==> src/rtl/subckt_bist_driver_pkg.sv <==
`default_nettype none
// ============================================================================
// Module      : subckt_bist_driver_pkg
// Description : Shared definitions for the sub-circuit BIST driver: the FSM
//               state type, the LFSR/MISR feedback tap mask and the seed
//               substituted for an all-zero (lock-up) seed.
// Revision    : 1.0 - initial release
// ============================================================================
package subckt_bist_driver_pkg;

    typedef enum logic [1:0] {
        ST_IDLE  = 2'd0,
        ST_RUN   = 2'd1,
        ST_FLUSH = 2'd2,
        ST_DONE  = 2'd3
    } state_t;

    // x^16 + x^14 + x^13 + x^11 + 1 expressed as a mask over state bits 15..0
    localparam logic [15:0] c_POLY_TAP    = 16'hB400;
    localparam logic [15:0] c_LOCKUP_SEED = 16'hACE1;

    // An all-zero state never leaves zero, so it is swapped for a safe seed.
    function automatic logic [15:0] fix_seed(input logic [15:0] i_seed);
        return (i_seed == 16'h0000) ? c_LOCKUP_SEED : i_seed;
    endfunction

endpackage
`default_nettype wire

==> src/rtl/subckt_bist_driver_lfsr16.sv <==
`default_nettype none
// ============================================================================
// Module      : bist_lfsr16
// Description : 16-bit Fibonacci shift register using the package tap mask.
//               Used both as a pattern generator (serial input 0) and as a
//               single-input signature register (serial input = response).
// Ports       : clk        - clock, rising edge
//               rst_n      - asynchronous active-low reset
//               i_load     - synchronous load of i_load_val (wins over shift)
//               i_load_val - value to load
//               i_shift    - advance one step
//               i_serial   - bit XORed into the feedback entering bit 0
//               o_state    - current register contents
// Revision    : 1.0 - initial release
// ============================================================================
module bist_lfsr16
    import subckt_bist_driver_pkg::*;
#(
    parameter logic [15:0] RESET_VAL = 16'h0000
) (
    input  logic        clk,
    input  logic        rst_n,
    input  logic        i_load,
    input  logic [15:0] i_load_val,
    input  logic        i_shift,
    input  logic        i_serial,
    output logic [15:0] o_state
);

    logic [15:0] r_state;
    logic        w_fb;

    assign w_fb = (^(r_state & c_POLY_TAP)) ^ i_serial;

    always_ff @(posedge clk or negedge rst_n) begin
        if (!rst_n) begin
            r_state <= RESET_VAL;
        end else if (i_load) begin
            r_state <= i_load_val;
        end else if (i_shift) begin
            r_state <= {r_state[14:0], w_fb};
        end
    end

    assign o_state = r_state;

endmodule
`default_nettype wire

==> src/rtl/subckt_bist_driver.sv <==
`default_nettype none
// ============================================================================
// Module      : subckt_bist_driver
// Description : BIST driver for a 5-input, 1-output sub-circuit. Applies
//               pat_count LFSR patterns, compacts each response LAT cycles
//               after its pattern into a MISR and compares the signature
//               with a golden value.
// Ports       : I1470_clk    - clock, rising edge
//               I1477_rst    - asynchronous active-low reset
//               start        - run request (honoured in IDLE/DONE only)
//               seed         - LFSR seed, sampled on accepted start
//               pat_count    - number of patterns, sampled on accepted start
//               expected_sig - golden signature
//               dut_resp     - response bit from the sub-circuit
//               stim_out     - pattern bits to the sub-circuit
//               busy         - high in RUN and FLUSH
//               done         - high in DONE
//               pass         - signature matches expected_sig (while done)
//               signature    - MISR contents
// Revision    : 1.0 - initial release
// ============================================================================
module subckt_bist_driver
    import subckt_bist_driver_pkg::*;
#(
    parameter int LAT   = 3,
    parameter int PAT_W = 10
) (
    input  logic             I1470_clk,
    input  logic             I1477_rst,
    input  logic             start,
    input  logic [15:0]      seed,
    input  logic [PAT_W-1:0] pat_count,
    input  logic [15:0]      expected_sig,
    input  logic             dut_resp,
    output logic [4:0]       stim_out,
    output logic             busy,
    output logic             done,
    output logic             pass,
    output logic [15:0]      signature
);

    localparam logic [2:0] c_LAT = 3'(LAT);

    state_t           r_state;
    state_t           w_state_nxt;
    logic [PAT_W-1:0] r_pat_cnt;
    logic [2:0]       r_flush_cnt;
    logic [LAT-1:0]   r_cap;

    logic             w_accept;
    logic             w_run;
    logic             w_last_pat;
    logic             w_capture;
    logic [15:0]      w_lfsr;
    logic             w_unused_lfsr_hi;

    assign w_accept   = start && ((r_state == ST_IDLE) || (r_state == ST_DONE));
    assign w_run      = (r_state == ST_RUN);
    // r_pat_cnt counts patterns still to issue, including the current one
    assign w_last_pat = w_run && (r_pat_cnt == PAT_W'(1));
    assign w_capture  = r_cap[LAT-1];

    // ------------------------------------------------------------------
    // State register
    // ------------------------------------------------------------------
    always_ff @(posedge I1470_clk or negedge I1477_rst) begin
        if (!I1477_rst) begin
            r_state <= ST_IDLE;
        end else begin
            r_state <= w_state_nxt;
        end
    end

    // ------------------------------------------------------------------
    // Next state and state-decoded outputs
    // ------------------------------------------------------------------
    always_comb begin
        w_state_nxt = r_state;
        stim_out    = 5'b00000;
        busy        = 1'b0;
        done        = 1'b0;
        case (r_state)
            ST_IDLE, ST_DONE: begin
                done = (r_state == ST_DONE);
                if (w_accept) begin
                    w_state_nxt = (pat_count == '0) ? ST_DONE : ST_RUN;
                end
            end
            ST_RUN: begin
                busy     = 1'b1;
                stim_out = w_lfsr[4:0];
                if (w_last_pat) begin
                    w_state_nxt = ST_FLUSH;
                end
            end
            ST_FLUSH: begin
                busy = 1'b1;
                if (r_flush_cnt == 3'd1) begin
                    w_state_nxt = ST_DONE;
                end
            end
            default: begin
                w_state_nxt = ST_IDLE;
            end
        endcase
    end

    assign pass = done && (signature == expected_sig);

    // ------------------------------------------------------------------
    // Pattern and flush counters
    // ------------------------------------------------------------------
    always_ff @(posedge I1470_clk or negedge I1477_rst) begin
        if (!I1477_rst) begin
            r_pat_cnt   <= '0;
            r_flush_cnt <= 3'd0;
        end else begin
            if (w_accept) begin
                r_pat_cnt <= pat_count;
            end else if (w_run) begin
                r_pat_cnt <= r_pat_cnt - PAT_W'(1);
            end

            if (w_last_pat) begin
                r_flush_cnt <= c_LAT;
            end else if ((r_state == ST_FLUSH) && (r_flush_cnt != 3'd0)) begin
                r_flush_cnt <= r_flush_cnt - 3'd1;
            end
        end
    end

    // ------------------------------------------------------------------
    // Capture-enable pipeline: a RUN cycle's mark reaches the top stage
    // exactly LAT cycles later, when that pattern's response is present.
    // ------------------------------------------------------------------
    generate
        if (LAT == 1) begin : g_cap_single
            always_ff @(posedge I1470_clk or negedge I1477_rst) begin
                if (!I1477_rst) begin
                    r_cap <= '0;
                end else begin
                    r_cap[0] <= w_run;
                end
            end
        end else begin : g_cap_multi
            always_ff @(posedge I1470_clk or negedge I1477_rst) begin
                if (!I1477_rst) begin
                    r_cap <= '0;
                end else begin
                    r_cap <= {r_cap[LAT-2:0], w_run};
                end
            end
        end
    endgenerate

    // ------------------------------------------------------------------
    // Pattern generator and response compactor
    // ------------------------------------------------------------------
    bist_lfsr16 #(
        .RESET_VAL (c_LOCKUP_SEED)
    ) u_pat_lfsr (
        .clk        (I1470_clk),
        .rst_n      (I1477_rst),
        .i_load     (w_accept),
        .i_load_val (fix_seed(seed)),
        .i_shift    (w_run),
        .i_serial   (1'b0),
        .o_state    (w_lfsr)
    );

    bist_lfsr16 #(
        .RESET_VAL (16'h0000)
    ) u_misr (
        .clk        (I1470_clk),
        .rst_n      (I1477_rst),
        .i_load     (w_accept),
        .i_load_val (16'h0000),
        .i_shift    (w_capture),
        .i_serial   (dut_resp),
        .o_state    (signature)
    );

    // Only the low five pattern bits reach the sub-circuit.
    assign w_unused_lfsr_hi = ^w_lfsr[15:5];

endmodule
`default_nettype wire

==> config.mk <==
export PLATFORM = sky130hd
export DESIGN_NAME = subckt_bist_driver
export DESIGN_NICKNAME = d
export VERILOG_FILES = /design/src/rtl/subckt_bist_driver_pkg.sv /design/src/rtl/subckt_bist_driver_lfsr16.sv /design/src/rtl/subckt_bist_driver.sv
export SDC_FILE = /design/constraint.sdc
export NUM_CORES = 1
export LEC_CHECK = 0
export BUFFER_PORTS_ARGS = -buffer_cell sky130_fd_sc_hd__buf_2
export CORE_MARGIN = 2
export CORE_UTILIZATION = 53
export DETAILED_ROUTE_END_ITERATION = 12
export PLACE_DENSITY = 0.87
export SLEW_MARGIN = 20
export SYNTH_ARGS = -nofsm -noshare
export SYNTH_HDL_FRONTEND = slang
export SYNTH_SLANG_ARGS = --single-unit
==> constraint.sdc <==
create_clock -name I1470_clk -period 2.4 [get_ports I1470_clk]
set_input_delay 0.24 -clock I1470_clk [delete_from_list [all_inputs] [get_ports I1470_clk]]
set_output_delay 0.24 -clock I1470_clk [all_outputs]
set_load 0.03 [all_outputs]
Word level (Yosys, flattened, before mapping):

Cells that the tools add are included.

* bits in registers: 50
* word-level logic and storage cells: 52

* add/sub/neg operators: 2
* multiplexer cells: 17
* eq/ne operators: 9
* bitwise logic cells: 1
* reductions and logical operators: 17

Operators with widths (count)
* two-way mux 16 bit: 5
* XOR reduction 16 bit: 2
* two-way mux 10 bit: 2
* == test 16 bit: 1
* zero test 16 bit: 1
* == test 10 x 1 -> 1 bit (second input constant): 1
* zero test 10 bit: 1
* subtractor 10 x 1 -> 10 bit (second input constant): 1
* two-way mux 2 bit: 4
* two-way mux 3 bit: 2
* case mux 2 bit (3 select lines): 1
* nonzero test 2 bit: 3
* two-way mux 5 bit: 1
* == test 2 bit (second input constant): 2
* logical AND 1 bit: 4
* inequality test 2 x 1 -> 1 bit (second input constant): 2
* OR reduction 2 bit: 2
* == test 3 x 1 -> 1 bit (second input constant): 1
* AND reduction 3 bit: 1
* nonzero test 3 bit: 1
* subtractor 3 x 1 -> 3 bit (second input constant): 1
* == test 2 x 1 -> 1 bit (second input constant): 1
* zero test 2 bit: 1
* two-way mux 1 bit: 2
* other kinds (3): 3

Logic depth before layout (Yosys ltp):

* depth in word-level cells: 5
* gate-level depth with buffers: 7
* mapped depth without buffers: 6

Hierarchy:

Synthesis repeated with hierarchy kept, for this count alone.

* cells, all modules: 299
* area total of the unflattened synthesis: 2894.0 sq um

By module, submodules not included
* subckt_bist_driver: cells an instance 153, area an instance 1327.5 sq um, seq. area each 450.4 sq um, instances 1
* bist_lfsr16 at u_pat_lfsr: cells an instance 73, area an instance 788.3 sq um, seq. area each 410.4 sq um, instances 1
* bist_lfsr16 at u_misr: cells an instance 73, area an instance 778.2 sq um, seq. area each 400.4 sq um, instances 1

Worst setup path before layout:

Ideal clock, no wire load.

* path kind: register to output
* start point: reg u_misr.r_state[14] (netlist: u_misr.o_state[14])
* end point: out pass
* data arrival time: 2.039 ns
* path slack: 0.121 ns
* path buffers: 0
* data required time: 2.160 ns
* cell stages (with the launch flop): 5
* cells stage by stage: dfrtp_1 > xor2_1 > nor4_1 > nand4_1 > nor4_1

* longest elaborated chain between the ends: 2

RTL lines
* start, declared: line subckt_bist_driver_lfsr16.sv:30 `logic [15:0] r_state;`
* start signal, assigned: line subckt_bist_driver_lfsr16.sv:39 `r_state <= i_load_val;`
* start signal, assigned: line subckt_bist_driver_lfsr16.sv:41 `r_state <= {r_state[14:0], w_fb};`
* == test 16 bit: line subckt_bist_driver.sv:108 `assign pass = done && (signature == expected_sig);`
* logical AND 1 bit: line subckt_bist_driver.sv:108
* end, declared: line subckt_bist_driver.sv:38 `output logic pass,`

Every way passes these cells.

Final worst setup path:

* start point: reg u_misr.r_state[10] (netlist: u_misr.o_state[10])
* end point: out pass

Same word-level chain as after synthesis.

==> impl_metrics.csv <==
group,metric,value,unit
run_status,status,"completed",
layout,stdcell_area,3240,um2
detailed_routing,wl,5670,um
yosys,ys_types,36,
placed_design,dp.cells,392,
grt,grt.total_usage,0.211,
pwr,leakage,1.57,nW
yosys,syn_area,2680,um2
yosys,synth_async_sr_flop_share,1.00,
cts,numCtsBuffers,5,
grt,grt_max_degree,25,
timing,tightest_slew,0.784,ns
detailed_routing,drt-wirelength-per-cell,14.1,um
placed_design,io_buffers,69,
yosys,synth_edf_count,0,
timing,whs,0.152,ns
detailed_routing,via_count,2109,
pwr,power_density,1220,nW/um2
layout,multi_input_area,1350,um2
layout,n_fill_cell,374,
timing,fin_worst_skew,0.00459,ns
layout,antennaDiodeCount,0,
critical_path,crit_family,"simple AND/OR/NAND/NOR gates",
die,die_x,75.1,um
yosys,yosysWarnings,0,
yosys,yosysTopAreaCell,"dfrtp_1",
timing,fmax,476,MHz
worst_hold_path,min_path_type,"input pin to flip-flop",
cts,cts_sinks,50,
placed_design,preCtsSetupSlack,0.580,ns
cts,clkTransAtPathRegs,0.09,ns
detailed_routing,drt_pre_antenna_iters,4,
yosys,synthFlopType,"dfrtp_1",
timing,min_period_over_period,0.875,
die,ioPinCount,70,
yosys,synth_area_leaders,"dfrtp_1 39%, mux2i_1 11%, dfstp_2 7.8%",
grt,antenna_found_initial,0,
critical_path,required,2.16,ns
layout,area_growth,20.9,%
pwr,peakVddDrop,0.000946,V
layout,regArea,1260,um2
critical_path,critical-path-max-stage-delay,0.48,ns
critical_path,critPathCaptureType,"output pin",
timing,setup_slack,0.300,ns
critical_path,critPathMaxFanout,5,
grt,grt_pass1_wl,9120,um
timing,tns,0,ns
grt,first_global_vias,2087,
placed_design,dp_hpwl,4380,um
grt,grt-ovfl-total,0,
yosys,synth_most_common_cell,"dfrtp_1",
yosys,ys_ff_latch,50,
detailed_routing,drtIter0Drc,116,
die,core_area,4790,um2
detailed_routing,drcViolationCount,0,
critical_path,worstPathArrival,1.86,ns
layout,fin_nets,387,
cts,cts_setup_buffers,0,
cts,clk_latency,0.29,ns
die,die_area,5640,um2
cts,h-tree-depth,2,
critical_path,crit_type,"flip-flop to output pin",
yosys,synthTopCellsByCount,"42 x dfrtp_1, 30 x mux2i_1, 27 x nand2_1",
timing,drv_slew,0,
timing,setup_viol,0,
critical_path,cp_common_cell,"nor4_1",
critical_path,critPathSlowestCell,"dfrtp_1",
timing,fin_crit,2.10,ns
critical_path,worstPathCellList,"xor2_1 -> nor4_1 -> nand4_1 -> nor4_1 -> buf_2",
layout,drive_above_1_share,0.299,
cts,cts_tree,"done",
flow_run,maxCapViolCount,0,
placed_design,gp_congestion,0.796,
yosys,seq_area_frac_synth,0.470,
timing,hold_viol_final,0,
detailed_routing,via_per_inst,5.26,
cts,cts_buffer_depth,2,
die,start_util,0.560,
layout,fin_cells,401,
timing,rsz0062_at_grt,"no",
cts,cts-root-buf,"clkbuf_8",
cts,post_cts_resized,0,
yosys,avgSynthCellArea,10.4,um2
yosys,synth_cells,259,
critical_path,worst-path-buf-inv,1,
yosys,synth.net_count,313,
timing,max-slew-margin-rel,0.477,
placed_design,dpl-instance-area,3120,um2
die,die_h,75.1,um
cts,cts-hold-fix-buffers,1,
critical_path,startpoint_type,"flip-flop",
detailed_routing,ant_nets,0,
die,rows,25,
yosys,synth_top_area_frac,0.392,
-- metrics by stage --
| step | total power, mW | utilization |
|---|---|---|
| 6_report | 3.94 | 0.677 |
| 5_1_grt | 4.25 | 0.677 |
| 4_1_cts | 3.97 | 0.677 |
| 3_5_place_dp | 3.38 | 0.653 |
| 3_3_place_gp | 3.27 | 0.653 |
| 2_1_floorplan | 2.86 | - |
-- routing by layer --
layer / up-vias / track usage / part of all wire
met2: 77 / 0.381 / 0.50
met5: - / 0 / 0
li1: 1035 / - / -
met4: 0 / 0.0437 / 0.0062
met3: 7 / 0.0455 / 0.057
met1: 990 / 0.261 / 0.44
-- placed cells by master (no fill, tap or decap), drive strengths merged, types with 2 or more instances in the layout --
cell     n
and2     6
xnor2   22
inv      9
buf     76
nor4b    2
clkbuf   5
ha       8
dfrtp   42
or3      2
clkinv   2
a21oi   10
nand4    3
nor2    25
nor3     4
xor2     9
nor4     5
nand2   27
dfstp    8
o21ai   20
or4      4
mux2i   30
-- cell type report --
| class | instances | area share |
|---|---|---|
| well taps | 67 | 0.0259 |
| repair buffers | 77 | 0.126 |
| inverters | 9 | 0.0104 |
| multi-input cells | 190 | 0.415 |
| flip-flops and latches | 50 | 0.389 |
| clock inverters | 3 | 0.0124 |
| clock buffers | 5 | 0.0212 |
-- tightest hold or removal path, stage by stage --
cell	delay (ns)
buf_2	0.09
nand2_1	0.04
nand2_1	0.04
-- path summary, 6_finish.rpt --
| kind | from | end | slack, ns | cells past startpoint |
|---|---|---|---|---|
| max | u_misr.o_state[10]$_DFFE_PN0P_ | pass | 0.30 | 5 |
| min | pat_count[1] | r_pat_cnt[1]$_DFFE_PN0P_ | 0.15 | 3 |
| max reg2reg | r_state[1]$_DFFE_PN0P_ | r_pat_cnt[6]$_DFFE_PN0P_ | 0.57 | 7 |
| min reg2reg | r_cap[0]$_DFF_PN0_ | r_cap[1]$_DFF_PN0_ | 0.35 | 0 |
| max in group asynchronous | I1477_rst | u_pat_lfsr.o_state[0]$_DFFE_PN1P_ | 1.36 | 3 |
| min in group asynchronous | I1477_rst | u_misr.o_state[0]$_DFFE_PN0P_ | 0.40 | 2 |
-- registers in the layout (all words and copies together) (netlist names) --
| register | count |
|---|---|
| r_pat_cnt | 10 |
| r_state | 2 |
| r_cap | 3 |
| r_flush_cnt | 3 |
| u_pat_lfsr.o_state | 16 |
| u_misr.o_state | 16 |
-- power by group --
part           total [mW]  internal (mW)  switching [mW]
clock network       0.572          0.307           0.265
registers            1.53           1.23           0.306
logic                1.83          0.791            1.04
-- cell families after synthesis --
kind of cell,Yosys count,synth area share
compound gates,36,0.0821
xor+xnor,32,0.110
fa+ha+maj,8,0.0373
buf+inv,19,0.0275
flops,50,0.470
mux,30,0.112
simple gates,84,0.161
Power figures use the tool's default switching activity.
